$ cat src/rtl/fv_bank_array_pkg.sv
// rtl/fv_bank_array_pkg.sv - shared bank FSM state and request/response packet types
package fv_bank_array_pkg;

  typedef enum logic [1:0] {
    BANK_IDLE   = 2'd0,
    BANK_STREAM = 2'd1,
    BANK_LAST   = 2'd2
  } bank_state_e;

  typedef struct packed {
    logic rd_wr;
    logic sos;
    logic eos;
  } req_pkt_t;

  typedef struct packed {
    logic valid;
    logic sos;
    logic eos;
  } rsp_pkt_t;

endpackage

$ cat src/rtl/fv_bank_array_if.sv
// rtl/fv_bank_array_if.sv - per-bank request, read-response and stream-out signal bundle
interface fv_bank_array_if #(
  parameter int NUM_BANKS = 4,
  parameter int FV_WIDTH  = 16,
  parameter int DEPTH     = 64,
  parameter int TAG_W     = 2
);
  localparam int AW = $clog2(DEPTH);

  logic [NUM_BANKS-1:0]          req_valid;
  logic [NUM_BANKS-1:0]          req_ready;
  logic [NUM_BANKS-1:0]          req_rd_wr;
  logic [NUM_BANKS*AW-1:0]       req_addr;
  logic [NUM_BANKS*FV_WIDTH-1:0] req_data;
  logic [NUM_BANKS*TAG_W-1:0]    req_tag;
  logic [NUM_BANKS-1:0]          req_sos;
  logic [NUM_BANKS-1:0]          req_eos;
  logic [NUM_BANKS-1:0]          rd_valid;
  logic [NUM_BANKS*FV_WIDTH-1:0] rd_data;
  logic [NUM_BANKS*TAG_W-1:0]    rd_tag;
  logic [NUM_BANKS-1:0]          rd_sos;
  logic [NUM_BANKS-1:0]          rd_eos;
  logic [NUM_BANKS-1:0]          st_valid;
  logic [NUM_BANKS-1:0]          st_sos;
  logic [NUM_BANKS-1:0]          st_eos;
  logic [NUM_BANKS*FV_WIDTH-1:0] st_data;
  logic [NUM_BANKS*AW-1:0]       st_addr;

  modport master (
    output req_valid, req_rd_wr, req_addr, req_data, req_tag, req_sos, req_eos,
    input  req_ready, rd_valid, rd_data, rd_tag, rd_sos, rd_eos,
    input  st_valid, st_sos, st_eos, st_data, st_addr
  );

  modport slave (
    input  req_valid, req_rd_wr, req_addr, req_data, req_tag, req_sos, req_eos,
    output req_ready, rd_valid, rd_data, rd_tag, rd_sos, rd_eos,
    output st_valid, st_sos, st_eos, st_data, st_addr
  );
endinterface

$ cat src/rtl/fv_bank.sv
// rtl/fv_bank.sv - one FV bank: single-port memory, request port, stream-out FSM
// Stream-out logic is built only when FV_STREAM_EN is defined.
module fv_bank
  import fv_bank_array_pkg::*;
#(
  parameter int  FV_WIDTH = 16,
  parameter int  DEPTH    = 64,
  parameter int  TAG_W    = 2,
  localparam int AW       = $clog2(DEPTH)
) (
  input  logic                clk,
  input  logic                reset,
  input  logic                req_valid,
  output logic                req_ready,
  input  logic                req_rd_wr,
  input  logic [AW-1:0]       req_addr,
  input  logic [FV_WIDTH-1:0] req_data,
  input  logic [TAG_W-1:0]    req_tag,
  input  logic                req_sos,
  input  logic                req_eos,
  output logic                rd_valid,
  output logic [FV_WIDTH-1:0] rd_data,
  output logic [TAG_W-1:0]    rd_tag,
  output logic                rd_sos,
  output logic                rd_eos,
  input  logic                stream_start,
  input  logic [AW:0]         stream_len,
  output logic                st_valid,
  output logic                st_sos,
  output logic                st_eos,
  output logic [FV_WIDTH-1:0] st_data,
  output logic [AW-1:0]       st_addr,
  output logic                idle
);
  logic [FV_WIDTH-1:0] mem [DEPTH];
  bank_state_e         state;
  req_pkt_t            req;
  rsp_pkt_t            rd_q;
  logic                start, accept, rd_acc, stream_rd;
  logic [AW-1:0]       rd_addr;
  logic [FV_WIDTH-1:0] data_q;
  logic [TAG_W-1:0]    tag_q;

  assign req       = '{rd_wr: req_rd_wr, sos: req_sos, eos: req_eos};
  assign idle      = (state == BANK_IDLE);
  assign req_ready = idle && !start;
  assign accept    = req_valid && req_ready;
  assign rd_acc    = accept && req.rd_wr;

  always_ff @(posedge clk) begin
    if (accept && !req.rd_wr) mem[req_addr] <= req_data;
  end

  // One registered read port shared by request reads and stream reads.
  always_ff @(posedge clk or negedge reset) begin
    if (!reset) begin
      data_q <= '0;
      tag_q  <= '0;
      rd_q   <= '0;
    end else begin
      rd_q <= '{valid: rd_acc, sos: rd_acc && req.sos, eos: rd_acc && req.eos};
      if (rd_acc || stream_rd) data_q <= mem[rd_addr];
      if (rd_acc) tag_q <= req_tag;
    end
  end

  assign rd_valid = rd_q.valid;
  assign rd_sos   = rd_q.sos;
  assign rd_eos   = rd_q.eos;
  assign rd_tag   = tag_q;
  assign rd_data  = rd_q.valid ? data_q : '0;

`ifdef FV_STREAM_EN
  bank_state_e   state_nxt;
  logic [AW-1:0] cnt;
  logic [AW:0]   len_q;
  logic          last_word;
  rsp_pkt_t      st_q;
  logic [AW-1:0] st_addr_q;

  assign start     = stream_start;
  assign stream_rd = (state == BANK_STREAM);
  assign rd_addr   = stream_rd ? cnt : req_addr;
  assign last_word = ({1'b0, cnt} == (len_q - (AW+1)'(1)));

  always_ff @(posedge clk or negedge reset) begin
    if (!reset) begin
      state     <= BANK_IDLE;
      cnt       <= '0;
      len_q     <= '0;
      st_q      <= '0;
      st_addr_q <= '0;
    end else begin
      state <= state_nxt;
      st_q  <= '{valid: stream_rd, sos: stream_rd && (cnt == '0), eos: stream_rd && last_word};
      if (stream_rd) begin
        cnt       <= cnt + AW'(1);
        st_addr_q <= cnt;
      end else if (idle && start) begin
        cnt   <= '0;
        len_q <= stream_len;
      end
    end
  end

  always_comb begin
    state_nxt = state;
    case (state)
      BANK_IDLE:   if (start) state_nxt = BANK_STREAM;
      BANK_STREAM: if (last_word) state_nxt = BANK_LAST;
      BANK_LAST:   state_nxt = BANK_IDLE;
      default:     state_nxt = BANK_IDLE;
    endcase
  end

  assign st_valid = st_q.valid;
  assign st_sos   = st_q.sos;
  assign st_eos   = st_q.eos;
  assign st_data  = st_q.valid ? data_q : '0;
  assign st_addr  = st_addr_q;
`else
  logic unused_stream;

  assign state         = BANK_IDLE;
  assign start         = 1'b0;
  assign stream_rd     = 1'b0;
  assign rd_addr       = req_addr;
  assign st_valid      = 1'b0;
  assign st_sos        = 1'b0;
  assign st_eos        = 1'b0;
  assign st_data       = '0;
  assign st_addr       = '0;
  assign unused_stream = ^{stream_start, stream_len};
`endif
endmodule

$ cat src/rtl/fv_bank_array.sv
// rtl/fv_bank_array.sv - NUM_BANKS independent FV banks with lock-stepped stream-out
// Stream mode is enabled by defining FV_STREAM_EN.
module fv_bank_array
  import fv_bank_array_pkg::*;
#(
  parameter int  NUM_BANKS = 4,
  parameter int  FV_WIDTH  = 16,
  parameter int  DEPTH     = 64,
  parameter int  TAG_W     = 2,
  localparam int AW        = $clog2(DEPTH)
) (
  input  logic          clk,
  input  logic          reset,
  fv_bank_array_if.slave bus,
  input  logic          stream_begin,
  input  logic [AW:0]   stream_len,
  output logic          available
);
  logic [NUM_BANKS-1:0] idle;
  logic                 stream_start;

  assign available    = &idle;
  // A single start pulse feeds every bank so streams stay in lock-step.
  assign stream_start = stream_begin && available && (stream_len != '0);

  for (genvar i = 0; i < NUM_BANKS; i++) begin : g_bank
    fv_bank #(
      .FV_WIDTH (FV_WIDTH),
      .DEPTH    (DEPTH),
      .TAG_W    (TAG_W)
    ) u_bank (
      .clk          (clk),
      .reset        (reset),
      .req_valid    (bus.req_valid[i]),
      .req_ready    (bus.req_ready[i]),
      .req_rd_wr    (bus.req_rd_wr[i]),
      .req_addr     (bus.req_addr[i*AW +: AW]),
      .req_data     (bus.req_data[i*FV_WIDTH +: FV_WIDTH]),
      .req_tag      (bus.req_tag[i*TAG_W +: TAG_W]),
      .req_sos      (bus.req_sos[i]),
      .req_eos      (bus.req_eos[i]),
      .rd_valid     (bus.rd_valid[i]),
      .rd_data      (bus.rd_data[i*FV_WIDTH +: FV_WIDTH]),
      .rd_tag       (bus.rd_tag[i*TAG_W +: TAG_W]),
      .rd_sos       (bus.rd_sos[i]),
      .rd_eos       (bus.rd_eos[i]),
      .stream_start (stream_start),
      .stream_len   (stream_len),
      .st_valid     (bus.st_valid[i]),
      .st_sos       (bus.st_sos[i]),
      .st_eos       (bus.st_eos[i]),
      .st_data      (bus.st_data[i*FV_WIDTH +: FV_WIDTH]),
      .st_addr      (bus.st_addr[i*AW +: AW]),
      .idle         (idle[i])
    );
  end
endmodule

$ cat src/flat_wrapper.sv
// flat-port wrapper written by rule: the top's interface ports become plain ports
module fv_bank_array_flat import fv_bank_array_pkg::*;
#(
  parameter int  NUM_BANKS = 4,
  parameter int  FV_WIDTH  = 16,
  parameter int  DEPTH     = 64,
  parameter int  TAG_W     = 2,
  localparam int AW        = $clog2(DEPTH)
)
  (clk, reset, stream_begin, stream_len, available, bus_req_valid, bus_req_rd_wr, bus_req_addr, bus_req_data, bus_req_tag, bus_req_sos, bus_req_eos, bus_req_ready, bus_rd_valid, bus_rd_data, bus_rd_tag, bus_rd_sos, bus_rd_eos, bus_st_valid, bus_st_sos, bus_st_eos, bus_st_data, bus_st_addr);
  fv_bank_array_if #(.NUM_BANKS(NUM_BANKS), .FV_WIDTH(FV_WIDTH), .DEPTH(DEPTH), .TAG_W(TAG_W)) bus_i ();
  input  logic clk;
  input  logic reset;
  input  logic stream_begin;
  input  logic [AW:0] stream_len;
  output logic available;
  input wire logic [$bits(bus_i.req_valid)-1:0] bus_req_valid;
  input wire logic [$bits(bus_i.req_rd_wr)-1:0] bus_req_rd_wr;
  input wire logic [$bits(bus_i.req_addr)-1:0] bus_req_addr;
  input wire logic [$bits(bus_i.req_data)-1:0] bus_req_data;
  input wire logic [$bits(bus_i.req_tag)-1:0] bus_req_tag;
  input wire logic [$bits(bus_i.req_sos)-1:0] bus_req_sos;
  input wire logic [$bits(bus_i.req_eos)-1:0] bus_req_eos;
  output wire logic [$bits(bus_i.req_ready)-1:0] bus_req_ready;
  output wire logic [$bits(bus_i.rd_valid)-1:0] bus_rd_valid;
  output wire logic [$bits(bus_i.rd_data)-1:0] bus_rd_data;
  output wire logic [$bits(bus_i.rd_tag)-1:0] bus_rd_tag;
  output wire logic [$bits(bus_i.rd_sos)-1:0] bus_rd_sos;
  output wire logic [$bits(bus_i.rd_eos)-1:0] bus_rd_eos;
  output wire logic [$bits(bus_i.st_valid)-1:0] bus_st_valid;
  output wire logic [$bits(bus_i.st_sos)-1:0] bus_st_sos;
  output wire logic [$bits(bus_i.st_eos)-1:0] bus_st_eos;
  output wire logic [$bits(bus_i.st_data)-1:0] bus_st_data;
  output wire logic [$bits(bus_i.st_addr)-1:0] bus_st_addr;
  assign bus_i.req_valid = bus_req_valid;
  assign bus_i.req_rd_wr = bus_req_rd_wr;
  assign bus_i.req_addr = bus_req_addr;
  assign bus_i.req_data = bus_req_data;
  assign bus_i.req_tag = bus_req_tag;
  assign bus_i.req_sos = bus_req_sos;
  assign bus_i.req_eos = bus_req_eos;
  assign bus_req_ready = bus_i.req_ready;
  assign bus_rd_valid = bus_i.rd_valid;
  assign bus_rd_data = bus_i.rd_data;
  assign bus_rd_tag = bus_i.rd_tag;
  assign bus_rd_sos = bus_i.rd_sos;
  assign bus_rd_eos = bus_i.rd_eos;
  assign bus_st_valid = bus_i.st_valid;
  assign bus_st_sos = bus_i.st_sos;
  assign bus_st_eos = bus_i.st_eos;
  assign bus_st_data = bus_i.st_data;
  assign bus_st_addr = bus_i.st_addr;
  fv_bank_array #(.NUM_BANKS(NUM_BANKS), .FV_WIDTH(FV_WIDTH), .DEPTH(DEPTH), .TAG_W(TAG_W)) u_core (.clk(clk), .reset(reset), .bus(bus_i), .stream_begin(stream_begin), .stream_len(stream_len), .available(available));
endmodule
$ cat config.mk
export PLATFORM = sky130hd
export DESIGN_NAME = fv_bank_array_flat
export DESIGN_NICKNAME = d
export VERILOG_FILES = /design/src/rtl/fv_bank_array_pkg.sv /design/src/rtl/fv_bank_array_if.sv /design/src/rtl/fv_bank.sv /design/src/rtl/fv_bank_array.sv /design/src/flat_wrapper.sv
export SDC_FILE = /design/constraint.sdc
export NUM_CORES = 2
export LEC_CHECK = 0
export CORE_UTILIZATION = 38
export CTS_CLUSTER_DIAMETER = 200
export DETAILED_ROUTE_END_ITERATION = 12
export HOLD_SLACK_MARGIN = 0.02
export SETUP_SLACK_MARGIN = 0.3
export SYNTH_ARGS = -nofsm -noshare
export SYNTH_HDL_FRONTEND = slang
export SYNTH_SLANG_ARGS = --single-unit
$ cat constraint.sdc
create_clock -name clk -period 3.85 [get_ports clk]
set_input_delay 0.5775 -clock clk [delete_from_list [all_inputs] [get_ports clk]]
set_output_delay 0.5775 -clock clk [all_outputs]
set_load 0.02 [all_outputs]
### Yosys cells after proc, flatten, opt, wreduce, memory -nomap -nowiden

Memory sizes are Yosys's and may differ from the RTL's. A register that Yosys moved wholly into a read port is not among the register bits.
Index checks and enable logic that the tools add are counted.

| word-level totals | value |
|---|---|
| bits in writable memories | 4,096 |
| register bits after elaboration | 20 |
| memories | 4 |
| logic and storage cells | 56 |
| input port bits | 122 |
| output and inout bits | 189 |

| cells by class | value |
|---|---|
| multiplexer cells | 12 |
| reductions and logical operators | 24 |

Memory list:

| name | words | width | read ports | clocked after Yosys merged registers in | write ports | line | RTL |
|---|---|---|---|---|---|---|---|
| u_core.g_bank[0].u_bank.mem | 64 | 16 | 1 | 1 | 1 | fv_bank.sv:35 | `logic [FV_WIDTH-1:0] mem [DEPTH];` |
| u_core.g_bank[1].u_bank.mem | 64 | 16 | 1 | 1 | 1 | fv_bank.sv:35 |  |
| u_core.g_bank[2].u_bank.mem | 64 | 16 | 1 | 1 | 1 | fv_bank.sv:35 |  |
| u_core.g_bank[3].u_bank.mem | 64 | 16 | 1 | 1 | 1 | fv_bank.sv:35 |  |

Operators by type and width:

| operator | count |
|---|---|
| 16-bit 2-to-1 mux | 4 |
| 1-bit logical AND | 16 |
| 1-bit zero test | 8 |
| 1-bit 2-to-1 mux | 8 |

### Longest topological paths before layout

| logic depth | value |
|---|---|
| word-level depth | 4 |
| depth in mapped cells | 12 |
| gate-level depth less buffers | 6 |

### Hierarchy

Synthesis repeated with hierarchy kept, for this count alone.

| unflattened totals | value |
|---|---|
| cells, all modules | 8,956 |
| area total of the unflattened synthesis | 163,154.0 um^2 |

By module, submodules not included:

| module | times used | cells an instance | area an instance (um^2) |
|---|---|---|---|
| fv_bank | 4 | 2,238 | 40,780.4 |
| fv_bank_array | 1 | 4 | 32.5 |

### Worst setup path before layout

No wires, ideal clock.

| path | value |
|---|---|
| path kind | input -> register |
| start point | in bus_req_addr[14] |
| end point | mem u_core.g_bank[2].u_bank.mem[15][0] (enable) |
| arrival time | 2.818 ns |
| data required time | 3.462 ns |
| slack | 0.644 ns |
| library setup time | 0.388 ns |
| stages | 9 |
| buffers on the path | 6 |
| cell sequence | buf_2 -> buf_4 -> buf_2 -> buf_2 -> buf_4 -> buf_2 -> and2_1 -> nand2_1 -> nor2_1 |

RTL lines:

| what | line | RTL |
|---|---|---|
| start, declared | flat_wrapper.sv:19 | `input wire logic [$bits(bus_i.req_addr)-1:0] bus_req_addr;` |
| end, declared | fv_bank.sv:35 |  |

No word-level cell before the write port.

### Final worst setup path

| path | value |
|---|---|
| start point | reg u_core.g_bank[3].u_bank.rd_q (netlist bit u_core.g_bank[3].u_bank.rd_valid) |
| end point | out bus_rd_data[51] |

| between the ends | value |
|---|---|
| longest elaborated chain between the ends | 1 |

Ends and longest elaborated chain:

| what | line | RTL |
|---|---|---|
| start, declared | fv_bank.sv:38 | `rsp_pkt_t rd_q;` |
| start signal, assigned | fv_bank.sv:61 | `rd_q <= '{valid: rd_acc, sos: rd_acc && req.sos, eos: rd_acc && req.eos};` |
| 16-bit 2-to-1 mux | fv_bank.sv:71 | `assign rd_data = rd_q.valid ? data_q : '0;` |
| end, declared | flat_wrapper.sv:26 | `output wire logic [$bits(bus_i.rd_data)-1:0] bus_rd_data;` |

No other way between the ends.

==> flow_summary.toml <==
[run_status]
status = "completed"

[grt]
grt_first_pass_wirelength_mm = 677.3
grt_max_degree = 65
grt_pass1_vias = 90100
grt_usage_pct = 21.61
antenna_found_initial = 19
overflow = 0

[yosys]
synthArstFlopShare_pct = 2.010
yosysWarnings = 0
syn_inst = 8822
ys_seq_elements = 4180
synth_edf_count = 4096
yosysSeqAreaShare_pct = 77.05
syn_area_mm2 = 0.1624
ys.flop_type = "edfxtp_1"
yosysUniqueCellTypes = 76
syn_area_per_cell_um2 = 18.40

[die]
start_util_pct = 38.24
num_io_pins = 311
core-area_mm2 = 0.4246
rows = 239
dieHeight_um = 655.7
dieArea_mm2 = 0.4299
fp.dieW_um = 655.7

[clock_tree]
root_buffer = "clkbuf_16"
cts_buffers = 422
cts_tree = "yes"
clock-sinks = 4180
cts.htree.levels = 5
clockBufferDepth = 4
post-cts-setup-buffer-count = 0
clock_latency_ps = 980
cts.clk_slew.worst_paths_ps = 60

[setup_path]
end_kind = "output port"
cp.arrival_ps = 2900
worstPathRequired_ps = 3270
cp_max_fo = 17
startpoint_type = "flip-flop"
crit_type = "flip-flop to output port"

[sta]
slew_headroom_pct = 11.57
drv_slew = 0
tightest_slew_ps = 1326
finalHoldViolations = 0
min_period_ps = 3482
rsz0062_at_grt = "no"
holdWs_ps = 141.5
finClkSkew_ps = 58.64
tns_ps = 0
fmax_ghz = 0.2872
setup_viol = 0
period_share_pct = 90.45

[final_layout]
layout-drive-gt1-share_pct = 22.97
syn_to_final_growth_pct = 16.23
fin_area_mm2 = 0.1887
multi_input_area_mm2 = 0.03416
layout_commonest_cell = "edfxtp_1"
utilization_pct = 44.44
seqCellArea_mm2 = 0.1251
nNetsFinal = 9784
layout.cells.most_common_list = "4096 x edfxtp_1, 760 x buf_4, 490 x nor2_1, 427 x clkbuf_16, 392 x a221oi_1"
nFillCells = 36470

[route]
dr.pass1.iters = 6
viasPerCell = 5.887
wire_per_inst_um = 30.71
drt-total-wl_mm = 481.6
drc_errors = 0
via_count = 92310
drtAntennaViolNets = 0
drt_iter0_markers = 12180

[run]
drv_cap = 0

[placement]
hpwl_mm = 295.0
place_area_mm2 = 0.1751
gp_congestion = 0.9477
port_buffers = 197

[pwr]
ir_worst_vdd_mv = 0.4292
leakagePower_nw = 60.77
power_density_mw_per_mm2 = 513.7

[min_path]
worst_hold_path_type = "input port to flip-flop"
==> stage by stage <==
step	worst slack [ps]	std cells	power, mW
2_1_floorplan	643.9	8925	54.15
3_3_place_gp	183.5	14900	57.11
3_5_place_dp	170.6	14900	57.22
4_1_cts	313.7	15670	97.41
5_1_grt	340.7	15680	99.30
6_report	367.7	15680	96.94
==> registers in the layout, indices dropped and copies added, names as in the netlist <==
name and cells:
u_core.g_bank.u_bank.rd_eos 4, u_core.g_bank.u_bank.data_q 64, u_core.g_bank.u_bank.rd_tag 8, u_core.g_bank.u_bank.rd_sos 4
u_core.g_bank.u_bank.rd_valid 4, u_core.g_bank.u_bank.mem 4096
==> worst paths after layout <==
check                                                         startpoint  cells past startpoint  slack (ps)                                              to
max                           u_core.g_bank[3].u_bank.rd_valid$_DFF_PN0_                      2         370                                 bus_rd_data[51]
min                                                       bus_req_tag[4]                      3         140   u_core.g_bank[2].u_bank.rd_tag[0]$_DFFE_PN0N_
max reg2reg                u_core.g_bank[3].u_bank.mem[15][12]$_DFFE_PP_                      4        1290  u_core.g_bank[3].u_bank.data_q[12]$_DFFE_PN0N_
min reg2reg                u_core.g_bank[3].u_bank.rd_tag[1]$_DFFE_PN0N_                      2         480   u_core.g_bank[3].u_bank.rd_tag[1]$_DFFE_PN0N_
max in group asynchronous                                          reset                      3        2690   u_core.g_bank[0].u_bank.rd_tag[0]$_DFFE_PN0N_
min in group asynchronous                                          reset                      2         180        u_core.g_bank[2].u_bank.rd_eos$_DFF_PN0_
==> Yosys cell counts (14+ instances only) <==
cell type     n  area share, %
mux4_2      363            5.0
edfxtp_1   4096             76
o2bb2ai_1    26           0.14
a32oi_1      17          0.092
nand2_1     248           0.57
nor3_1       21          0.065
clkbuf_1    257           0.59
buf_2       250           0.77
mux2_2      361            2.5
a221oi_1    392            2.1
a31oi_1      55           0.21
nand3_1      65           0.20
dfrtp_1      84            1.3
o221ai_1     22           0.12
a211oi_1     20          0.092
and2_1       84           0.32
buf_4       160           0.74
mux2i_1     359            2.2
o32a_1       38           0.23
buf_1        34          0.079
a21oi_1     252           0.78
nor2b_1      27           0.10
and3_1       26           0.10
a221o_1      77           0.47
o211ai_1     26           0.12
a222oi_1     14          0.086
nor2_1      506            1.2
o22a_1       16          0.086
o21ai_0     210           0.65
o22ai_1     160           0.62
a22o_1       56           0.30
a22oi_1     301            1.4
==> cell families after synthesis <==
group / Yosys count / synth area share (%)
AOI/OAI and AO/OA: 1757 / 7.917
buffers and inverters: 724 / 2.269
DFF: 4180 / 77.05
muxes: 1095 / 9.840
other: 2 / 0.004625
and+or+nand+nor: 1064 / 2.923
==> metal layers <==
metal  track usage (%)  wire length (um)  vias to the layer above
met3             4.100             46290                     1027
met4             8.962             22310                        6
met1             29.63            190600                    48140
met2             33.96            222400                     5357
li1                  -                 -                    37770
met5                 0                38                        -
==> cell type report <==
| cell class | instances | share of cell area (%) |
|---|---|---|
| Multi-Input combinational cell | 4021 | 18.10 |
| Sequential cell | 4180 | 66.29 |
| Antenna cell | 6 | 0.007956 |
| Tap cell | 5663 | 3.754 |
| Inverter | 16 | 0.03249 |
| Timing Repair Buffer | 1021 | 4.598 |
| Clock inverter | 260 | 1.367 |
| Clock buffer | 512 | 5.852 |
==> report_power, final <==
group / switching (mW) / leakage, nW / internal [mW]
Combinational: 3.99 / 16.3 / 1.88
Sequential: 0.246 / 37.8 / 50.3
Clock: 17.4 / 6.65 / 23.2
==> worst max-delay path, stage by stage (launching register included) <==
cell             delay, ps
dfrtp_1                870
and2_1                 400
clkdlybuf4s50_1        670
==> timing repair <==
item / in CTS / in global routing
hold buffers: 2 / 0
resized for setup: 0 / 0
hold endpoints to repair: 45 / 0
(Power assumes the default switching activity.)
